$ cat src/rtl/neuron_weight_loader_pkg.sv
// rtl/neuron_weight_loader_pkg.sv - shared types, header layout and helpers for the weight loader
package neuron_loader_pkg;

    typedef enum logic [1:0] {
        IDLE = 2'd0,
        LOAD = 2'd1,
        SKIP = 2'd2,
        DONE = 2'd3
    } loader_state_e;

    // Neuron index sits in the LSBs of the header word; upper bits are ignored.
    localparam int HDR_IDX_LSB = 0;

    function automatic int idx_width(input int n);
        return (n > 1) ? $clog2(n) : 1;
    endfunction

    function automatic logic idx_in_range(input int unsigned idx, input int unsigned n);
        return idx < n;
    endfunction

endpackage

$ cat src/rtl/neuron_weight_loader_if.sv
// rtl/neuron_weight_loader_if.sv - word stream in, neuron memory write port out
interface neuron_weight_loader_if #(
    parameter int depth       = 3,
    parameter int width       = 8,
    parameter int num_neurons = 4
);
    logic                   valid_i;
    logic [width-1:0]       data_i;
    logic                   ready_o;
    logic [num_neurons-1:0] wen_o;
    logic [depth-1:0]       addr_o;
    logic [width-1:0]       data_o;
    logic                   busy_o;
    logic                   done_o;
    logic                   err_o;

    modport master (
        output valid_i, data_i,
        input  ready_o, wen_o, addr_o, data_o, busy_o, done_o, err_o
    );

    modport slave (
        input  valid_i, data_i,
        output ready_o, wen_o, addr_o, data_o, busy_o, done_o, err_o
    );
endinterface

$ cat src/rtl/neuron_weight_loader_addr_counter.sv
// rtl/neuron_weight_loader_addr_counter.sv - burst word counter, wraps at 2^depth
module loader_addr_counter #(
    parameter int depth = 3
) (
    input  logic             clk_i,
    input  logic             reset_i,
    input  logic             i_clr,
    input  logic             i_en,
    output logic [depth-1:0] o_cnt,
    output logic             o_tc
);
    logic [depth-1:0] r_cnt;

    always_ff @(posedge clk_i or posedge reset_i) begin
        if (reset_i) begin
            r_cnt <= '0;
        end else if (i_clr) begin
            r_cnt <= '0;
        end else if (i_en) begin
            r_cnt <= r_cnt + depth'(1);
        end
    end

    assign o_cnt = r_cnt;
    assign o_tc  = &r_cnt;
endmodule

$ cat src/rtl/neuron_weight_loader.sv
// rtl/neuron_weight_loader.sv - header-selected burst writer into one of num_neurons weight memories
module neuron_weight_loader
    import neuron_loader_pkg::*;
#(
    parameter int depth       = 3,
    parameter int width       = 8,
    parameter int num_neurons = 4
) (
    input  logic                  clk_i,
    input  logic                  reset_i,
    neuron_weight_loader_if.slave bus
);
    localparam int NW = idx_width(num_neurons);

    loader_state_e          r_state;
    loader_state_e          w_next_state;
    logic                   w_ready;
    logic                   w_cnt_clr;
    logic                   w_cnt_en;
    logic                   w_cnt_tc;
    logic [depth-1:0]       w_cnt;
    logic [NW-1:0]          w_idx;
    logic                   w_idx_ok;
    logic                   w_write;
    logic [num_neurons-1:0] w_sel_onehot;
    logic [NW-1:0]          r_sel;
    logic [num_neurons-1:0] r_wen;
    logic [depth-1:0]       r_addr;
    logic [width-1:0]       r_data;
    logic                   r_err;

    assign w_idx    = bus.data_i[HDR_IDX_LSB +: NW];
    assign w_idx_ok = idx_in_range(32'(w_idx), num_neurons);
    assign w_write  = (r_state == LOAD) && bus.valid_i;

    loader_addr_counter #(.depth(depth)) u_cnt (
        .clk_i   (clk_i),
        .reset_i (reset_i),
        .i_clr   (w_cnt_clr),
        .i_en    (w_cnt_en),
        .o_cnt   (w_cnt),
        .o_tc    (w_cnt_tc)
    );

    always_ff @(posedge clk_i or posedge reset_i) begin
        if (reset_i) begin
            r_state <= IDLE;
        end else begin
            r_state <= w_next_state;
        end
    end

    // ready depends on state only; LOAD and SKIP count identically so burst timing never leaks the error
    always_comb begin
        w_next_state = r_state;
        w_ready      = 1'b0;
        w_cnt_clr    = 1'b0;
        w_cnt_en     = 1'b0;
        unique case (r_state)
            IDLE: begin
                w_ready = 1'b1;
                if (bus.valid_i) begin
                    w_cnt_clr    = 1'b1;
                    w_next_state = w_idx_ok ? LOAD : SKIP;
                end
            end
            LOAD, SKIP: begin
                w_ready = 1'b1;
                if (bus.valid_i) begin
                    w_cnt_en = 1'b1;
                    if (w_cnt_tc) begin
                        w_next_state = DONE;
                    end
                end
            end
            DONE: begin
                w_next_state = IDLE;
            end
            default: begin
                w_next_state = IDLE;
            end
        endcase
    end

    always_comb begin
        w_sel_onehot = '0;
        for (int n = 0; n < num_neurons; n++) begin
            w_sel_onehot[n] = (r_sel == NW'(n));
        end
    end

    always_ff @(posedge clk_i or posedge reset_i) begin
        if (reset_i) begin
            r_sel  <= '0;
            r_wen  <= '0;
            r_addr <= '0;
            r_data <= '0;
            r_err  <= 1'b0;
        end else begin
            r_wen <= '0;
            if (r_state == IDLE && bus.valid_i) begin
                if (w_idx_ok) begin
                    r_sel <= w_idx;
                end else begin
                    r_err <= 1'b1;
                end
            end
            if (w_write) begin
                r_wen  <= w_sel_onehot;
                r_addr <= w_cnt;
                r_data <= bus.data_i;
            end
        end
    end

    assign bus.ready_o = w_ready & ~reset_i;
    assign bus.busy_o  = (r_state == LOAD) || (r_state == SKIP);
    assign bus.done_o  = (r_state == DONE);
    assign bus.wen_o   = r_wen;
    assign bus.addr_o  = r_addr;
    assign bus.data_o  = r_data;
    assign bus.err_o   = r_err;
endmodule

$ cat src/flat_wrapper.sv
// flat-port wrapper written by rule: the top's interface ports become plain ports
module neuron_weight_loader_flat import neuron_loader_pkg::*;
#(
    parameter int depth       = 3,
    parameter int width       = 8,
    parameter int num_neurons = 4
)
  (clk_i, reset_i, bus_valid_i, bus_data_i, bus_ready_o, bus_wen_o, bus_addr_o, bus_data_o, bus_busy_o, bus_done_o, bus_err_o);
  neuron_weight_loader_if #(.depth(depth), .width(width), .num_neurons(num_neurons)) bus_i ();
  input  logic clk_i;
  input  logic reset_i;
  input wire logic [$bits(bus_i.valid_i)-1:0] bus_valid_i;
  input wire logic [$bits(bus_i.data_i)-1:0] bus_data_i;
  output wire logic [$bits(bus_i.ready_o)-1:0] bus_ready_o;
  output wire logic [$bits(bus_i.wen_o)-1:0] bus_wen_o;
  output wire logic [$bits(bus_i.addr_o)-1:0] bus_addr_o;
  output wire logic [$bits(bus_i.data_o)-1:0] bus_data_o;
  output wire logic [$bits(bus_i.busy_o)-1:0] bus_busy_o;
  output wire logic [$bits(bus_i.done_o)-1:0] bus_done_o;
  output wire logic [$bits(bus_i.err_o)-1:0] bus_err_o;
  assign bus_i.valid_i = bus_valid_i;
  assign bus_i.data_i = bus_data_i;
  assign bus_ready_o = bus_i.ready_o;
  assign bus_wen_o = bus_i.wen_o;
  assign bus_addr_o = bus_i.addr_o;
  assign bus_data_o = bus_i.data_o;
  assign bus_busy_o = bus_i.busy_o;
  assign bus_done_o = bus_i.done_o;
  assign bus_err_o = bus_i.err_o;
  neuron_weight_loader #(.depth(depth), .width(width), .num_neurons(num_neurons)) u_core (.clk_i(clk_i), .reset_i(reset_i), .bus(bus_i));
endmodule
$ cat config.mk
export PLATFORM = sky130hd
export DESIGN_NAME = neuron_weight_loader_flat
export DESIGN_NICKNAME = d
export VERILOG_FILES = /design/src/rtl/neuron_weight_loader_pkg.sv /design/src/rtl/neuron_weight_loader_if.sv /design/src/rtl/neuron_weight_loader_addr_counter.sv /design/src/rtl/neuron_weight_loader.sv /design/src/flat_wrapper.sv
export SDC_FILE = /design/constraint.sdc
export NUM_CORES = 1
export LEC_CHECK = 0
export ABC_AREA = 1
export BUFFER_PORTS_ARGS = -buffer_cell sky130_fd_sc_hd__buf_2
export CAP_MARGIN = 0
export CORE_UTILIZATION = 44
export CTS_BUF_LIST = sky130_fd_sc_hd__clkbuf_8 sky130_fd_sc_hd__clkbuf_16
export CTS_CLUSTER_SIZE = 28
export DETAILED_ROUTE_END_ITERATION = 8
export GPL_TIMING_DRIVEN = 0
export PLACE_DENSITY = 0.75
export SETUP_SLACK_MARGIN = 0.3
export SYNTH_ARGS = -nofsm -noshare
export SYNTH_HDL_FRONTEND = slang
export SYNTH_HIERARCHICAL = 1
export SYNTH_SLANG_ARGS = --single-unit
$ cat constraint.sdc
create_clock -name clk_i -period 1.06 [get_ports clk_i]
set_input_delay 0.318 -clock clk_i [delete_from_list [all_inputs] [get_ports clk_i]]
set_output_delay 0.318 -clock clk_i [all_outputs]
set_load 0.02 [all_outputs]
After elaboration in Yosys (flattened, before gate mapping). Index checks and enable logic that the tools add are counted.

Register bits after elaboration: 22. Input port bits: 11. Output and inout port bits: 19. Word-level logic and storage cells: 39.

Add/sub/neg operators: 1. Eq/ne operators: 9. Multiplexer cells: 11. Bitwise logic cells: 2. Reduce and logical (&&, ||, !) cells: 10.

Operators by type and width (number): equality test 2 bit (second input constant) (4); two-way mux 2 bit (3); two-way mux 3 bit (2); inequality test 2 bit (second input constant) (3); case mux 2 bit (3 select lines) (1); AND reduction 3 bit (2); equality test 2 x 1 -> 1 bit (second input constant) (2); zero test 2 bit (2); two-way mux 1 bit (4); two-way mux 4 bit (1); adder 3 x 1 -> 3 bit (second input constant) (1); OR reduction 3 bit (1); logical AND 1 bit (2); nonzero test 2 bit (1); OR reduction 2 bit (1); AND 1 bit (1); logical OR 1 bit (1); NOT 1 bit (1).

Logic depth before layout (Yosys ltp).
Depth after elaboration: 5. Depth in mapped cells: 7. Mapped depth without buffers: 7.

By module. Netlist, hierarchy kept.

By module, submodules not included: neuron_weight_loader (instances 1, cells each 94, area each 847.1 sq um, sequential area each 475.5 sq um); loader_addr_counter (instances 1, cells each 18, area each 155.1 sq um, sequential area each 75.1 sq um).

Worst setup path after synthesis. Ideal clock, no wire load.

Path kind: reg2reg. Start: reg u_core.r_state[0]. End: reg u_core.u_cnt.r_cnt[0] (netlist: u_core/u_cnt/o_cnt[0]). Library setup time: 0.117 ns. Data arrival time: 1.203 ns. Data required time: 0.943 ns. Path slack: -0.261 ns. Cell stages (with the launch flop): 8. Buffers on the path: 0. Period minus slack after synthesis: 1.321 ns. Cells stage by stage: dfrtp_1 -> inv_1 -> ha_1 -> nand2_1 -> inv_1 -> nor2_2 -> nand2_1 -> nand2_1.

Word-level cells in the longest chain between the ends: 4. Elaborated cells on any way between the ends: 8. Those cells by class: eq/ne: 2; mux: 3; reduce/logical: 3.

RTL lines: from (decl) (line neuron_weight_loader.sv:15) `loader_state_e r_state;`; from (signal assigned) (line neuron_weight_loader.sv:49) `r_state <= w_next_state;`; equality test 2 bit / equality test 2 x 1 -> 1 bit (equally long branches) (line neuron_weight_loader.sv:59) `unique case (r_state)`; OR reduction 2 bit (*); two-way mux 1 bit (*) (line neuron_weight_loader.sv:59); net u_core.w_cnt_en (line neuron_weight_loader.sv:19) `logic w_cnt_en;`; nonzero test 2 bit (no source line) (*); to (signal assigned) (line neuron_weight_loader_addr_counter.sv:20) `r_cnt <= r_cnt + depth'(1);`; to (decl) (line neuron_weight_loader_addr_counter.sv:12) `logic [depth-1:0] r_cnt;`.

The timed path passes the listed nets; every way through them passes the cells marked *. A chain may end at the register's enable or synchronous reset.

Worst setup path after layout.
Start: reg u_core.r_state[0]. End: out bus_busy_o.

Word-level cells in the longest chain between the ends: 2. Elaborated cells on any way between the ends: 3. Those cells by class: eq/ne: 2; reduce/logical: 1.

RTL lines: equality test 2 x 1 -> 1 bit / equality test 2 bit (equally long branches) (line neuron_weight_loader.sv:117) `assign bus.busy_o = (r_state == LOAD) || (r_state == SKIP);`; logical OR 1 bit (*) (line neuron_weight_loader.sv:117); to (decl) (line flat_wrapper.sv:18) `output wire logic [$bits(bus_i.busy_o)-1:0] bus_busy_o;`.

Every way passes the cells marked *; elsewhere a longest branch is shown, timed or not.

==> out/qor.yml <==
period_minus_slack_ps: 1512
synth-seq-cells: 22
synth_cells: 112
clk_latency_ps: 280
p_switching_mw: 2.183
p_leak_nw: 0.9367
place_hpwl_um: 1350
outcome: "finished with violations"
synth_top_cell_by_area: "dfrtp_1"
grt_max_degree: 20
rsz0062_at_grt: "true"
avgSynthCellArea_um2: 8.948
drv_cap: 0
dieArea_um2: 2473
violations: "setup timing"
seq_area_frac_synth_pct: 54.93
antennaDiodeCount: 0
cts_sinks: 22
yosysWarnings: 6
antenna_found_initial: 0
netlist_area_um2: 1002
stdcell_count: 193
ioPinCount: 30
pwr-share-seq_pct: 28.8
fin_crit_sh_pct: 142.6
synth_top_area_share_pct: 54.93
async_flop_share_pct: 100.0
swShare_pct: 40.53
initial_core_util_pct: 49.08
numCtsBuffers: 3
grt_pass1_vias: 967
synth_most_common_cell: "nand2_1"
nFillCells: 88
setup.worst_path.class: "reg -> out"
setup_viol: 38
rows: 16
grt-ovfl-total: 0
clk_path_buf_depth: 2
cp-start-kind: "register"
grt_use_total_pct: 25.72
cp.required_ps: 740
finalClockSkew_ps: 5.612
root_buffer: "clkbuf_8"
fin_ws_ps: -452.0
post_drt_via_cell_ratio: 5.275
power_frac_clock_pct: 15.2
end_kind: "output port"
setup_tns_ps: -8572
synth.distinct_cells: 13
hold_path_class: "in -> async"
cp_data_arrival_time_ps: 1190
layout-drive-gt1-share_pct: 59.04
p_int_mw: 3.203
synth_common_cells: "nand2_1 (38), dfrtp_1 (22), inv_1 (15), nand3_1 (14), ha_1 (6)"
drc: 0
num_vias: 1018
synth_edf_count: 0
die_w_um: 49.73
synth_top_flop_cell: "dfrtp_1"
place_inst: 167
first_pass_iters: 4
slew_violations: 0
crit_fanout: 5
fin_nets: 184
cts_tree: "yes"
gp_congestion: 0.8070
die_y_um: 49.73
whs_ps: 210.3
fmax_ghz: 0.6614
tightestPinTransition_ps: 770.2
drt_wl_total_um: 3475
drtIter0Drc: 28
grt_first_pass_wirelength_um: 4554
routed_wire_length_per_instance_um: 18.01
finalHoldViolations: 0
stdcell_area_um2: 1792
core_um2: 2042
area_delta_synth_final_pct: 78.78
clkTransAtPathRegs_ps: 90
slew_headroom_pct: 48.60
placed_area_um2: 1234
final_antenna_net_count: 0
finalPower_mw: 5.386
pwr-share-comb_pct: 56.0
synthesis.nets: 129
portBuffers: 28
power-per-cell-area_nw_per_um2: 3006
peakVddDrop_v: 0.002500
synthTopCellsByArea: "dfrtp_1 (55%), nand2_1 (14%), ha_1 (7.5%), nand3_1 (7.0%), inv_1 (5.6%)"
cts.htree.levels: 1
[layout by cell type, fill, tap and decap left out, types with 3 or more instances in the layout]
cell type / Yosys / layout
buf_2: 0 / 10
buf_6: 2 / 25
nand2_1: 38 / 21
nand3_2: 0 / 6
o21ai_1: 0 / 3
inv_1: 15 / 12
clkbuf_8: 0 / 3
nand2_4: 1 / 5
nand2_2: 0 / 12
buf_4: 2 / 14
dfrtp_1: 22 / 20
buf_8: 0 / 3
nor3_4: 0 / 3
nand3_1: 14 / 8
[flip-flops by register name, summed over array words and instances, names as in the netlist]
signal,count
u_core/u_cnt/o_cnt,3
u_core/bus.wen_o,4
u_core/r_sel,2
u_core/r_state,2
u_core/bus.addr_o,3
u_core/bus.data_o,8
[critical path, cell delays in order, from the launching register on]
cell	delay (ps)
dfrtp_2	440
inv_2	70
ha_4	290
buf_6	120
[routing by layer]
metal	wire [um]	vias up	GRT usage (%)
met5	0	-	0
met4	87	0	11.90
met3	137	11	3.704
met2	1946	43	48.87
met1	1304	513	27.38
li1	-	451	-
[logic make-up after synthesis]
| group | after synthesis | synth area share [%] |
|---|---|---|
| compound gates | 5 | 2.496 |
| buf+inv | 19 | 9.362 |
| flops | 22 | 54.93 |
| simple gates | 59 | 25.34 |
| other cells | 1 | 0.3742 |
| fa+ha+maj | 6 | 7.490 |
[path summary, 6_finish.rpt]
check / slack [ps] / cells past startpoint / endpoint / start
worst max register to register: -370 / 9 / u_core/bus.data_o[1] / u_core/r_state[1]
worst min-delay path: 210 / 2 / u_core/bus.addr_o[0] / reset_i
worst min register to register: 540 / 2 / u_core/u_cnt/o_cnt[0] / u_core/u_cnt/o_cnt[0]
max in group asynchronous: 320 / 2 / u_core/r_state[0] / reset_i
min in group clk_i: 270 / 3 / u_core/bus.data_o[2] / bus_data_i[2]
worst max-delay path: -450 / 3 / bus_busy_o / u_core/r_state[0]
[power by group through the flow]
stage	Clock (mW)	Combinational [mW]	Sequential [mW]
after floorplan	0	0.832	1.70
after CTS	0.788	2.46	1.48
final	0.819	3.02	1.55
after global routing	0.854	3.16	1.59
after global placement	0	1.51	1.42
after detailed placement	0	1.54	1.44
[metrics by stage]
stage               setup WS [ps]  util [%]
floorplan                  -83.17         -
global placement           -182.0     60.42
detailed placement         -201.5     60.42
CTS                        -393.3     81.19
global route               -476.6     87.75
finish                     -452.0     87.75
[repair_timing]
action                                  4_1_cts  5_1_grt
hold buffers                                  1        0
pin swaps                                     4        6
endpoints found under the setup margin       40       59
buffers inserted                             13        6
cloned                                        2        0
resized for setup                            67       25
hold endpoints to repair                      3        0
[area by class of cell]
| cell class | instances | area [um^2] | area share (%) |
|---|---|---|---|
| plain buffers | 4 | 48.80 | 2.723 |
| well taps | 27 | 33.78 | 1.885 |
| clock buffers | 3 | 41.29 | 2.304 |
| flip-flops and latches | 22 | 553.0 | 30.87 |
| multi-input cells | 71 | 553.0 | 30.87 |
| inverters | 15 | 61.31 | 3.422 |
| repair buffers | 50 | 470.5 | 26.26 |
| clock inverters | 1 | 30.03 | 1.676 |
Note: power is estimated with default switching activity, not from simulation.
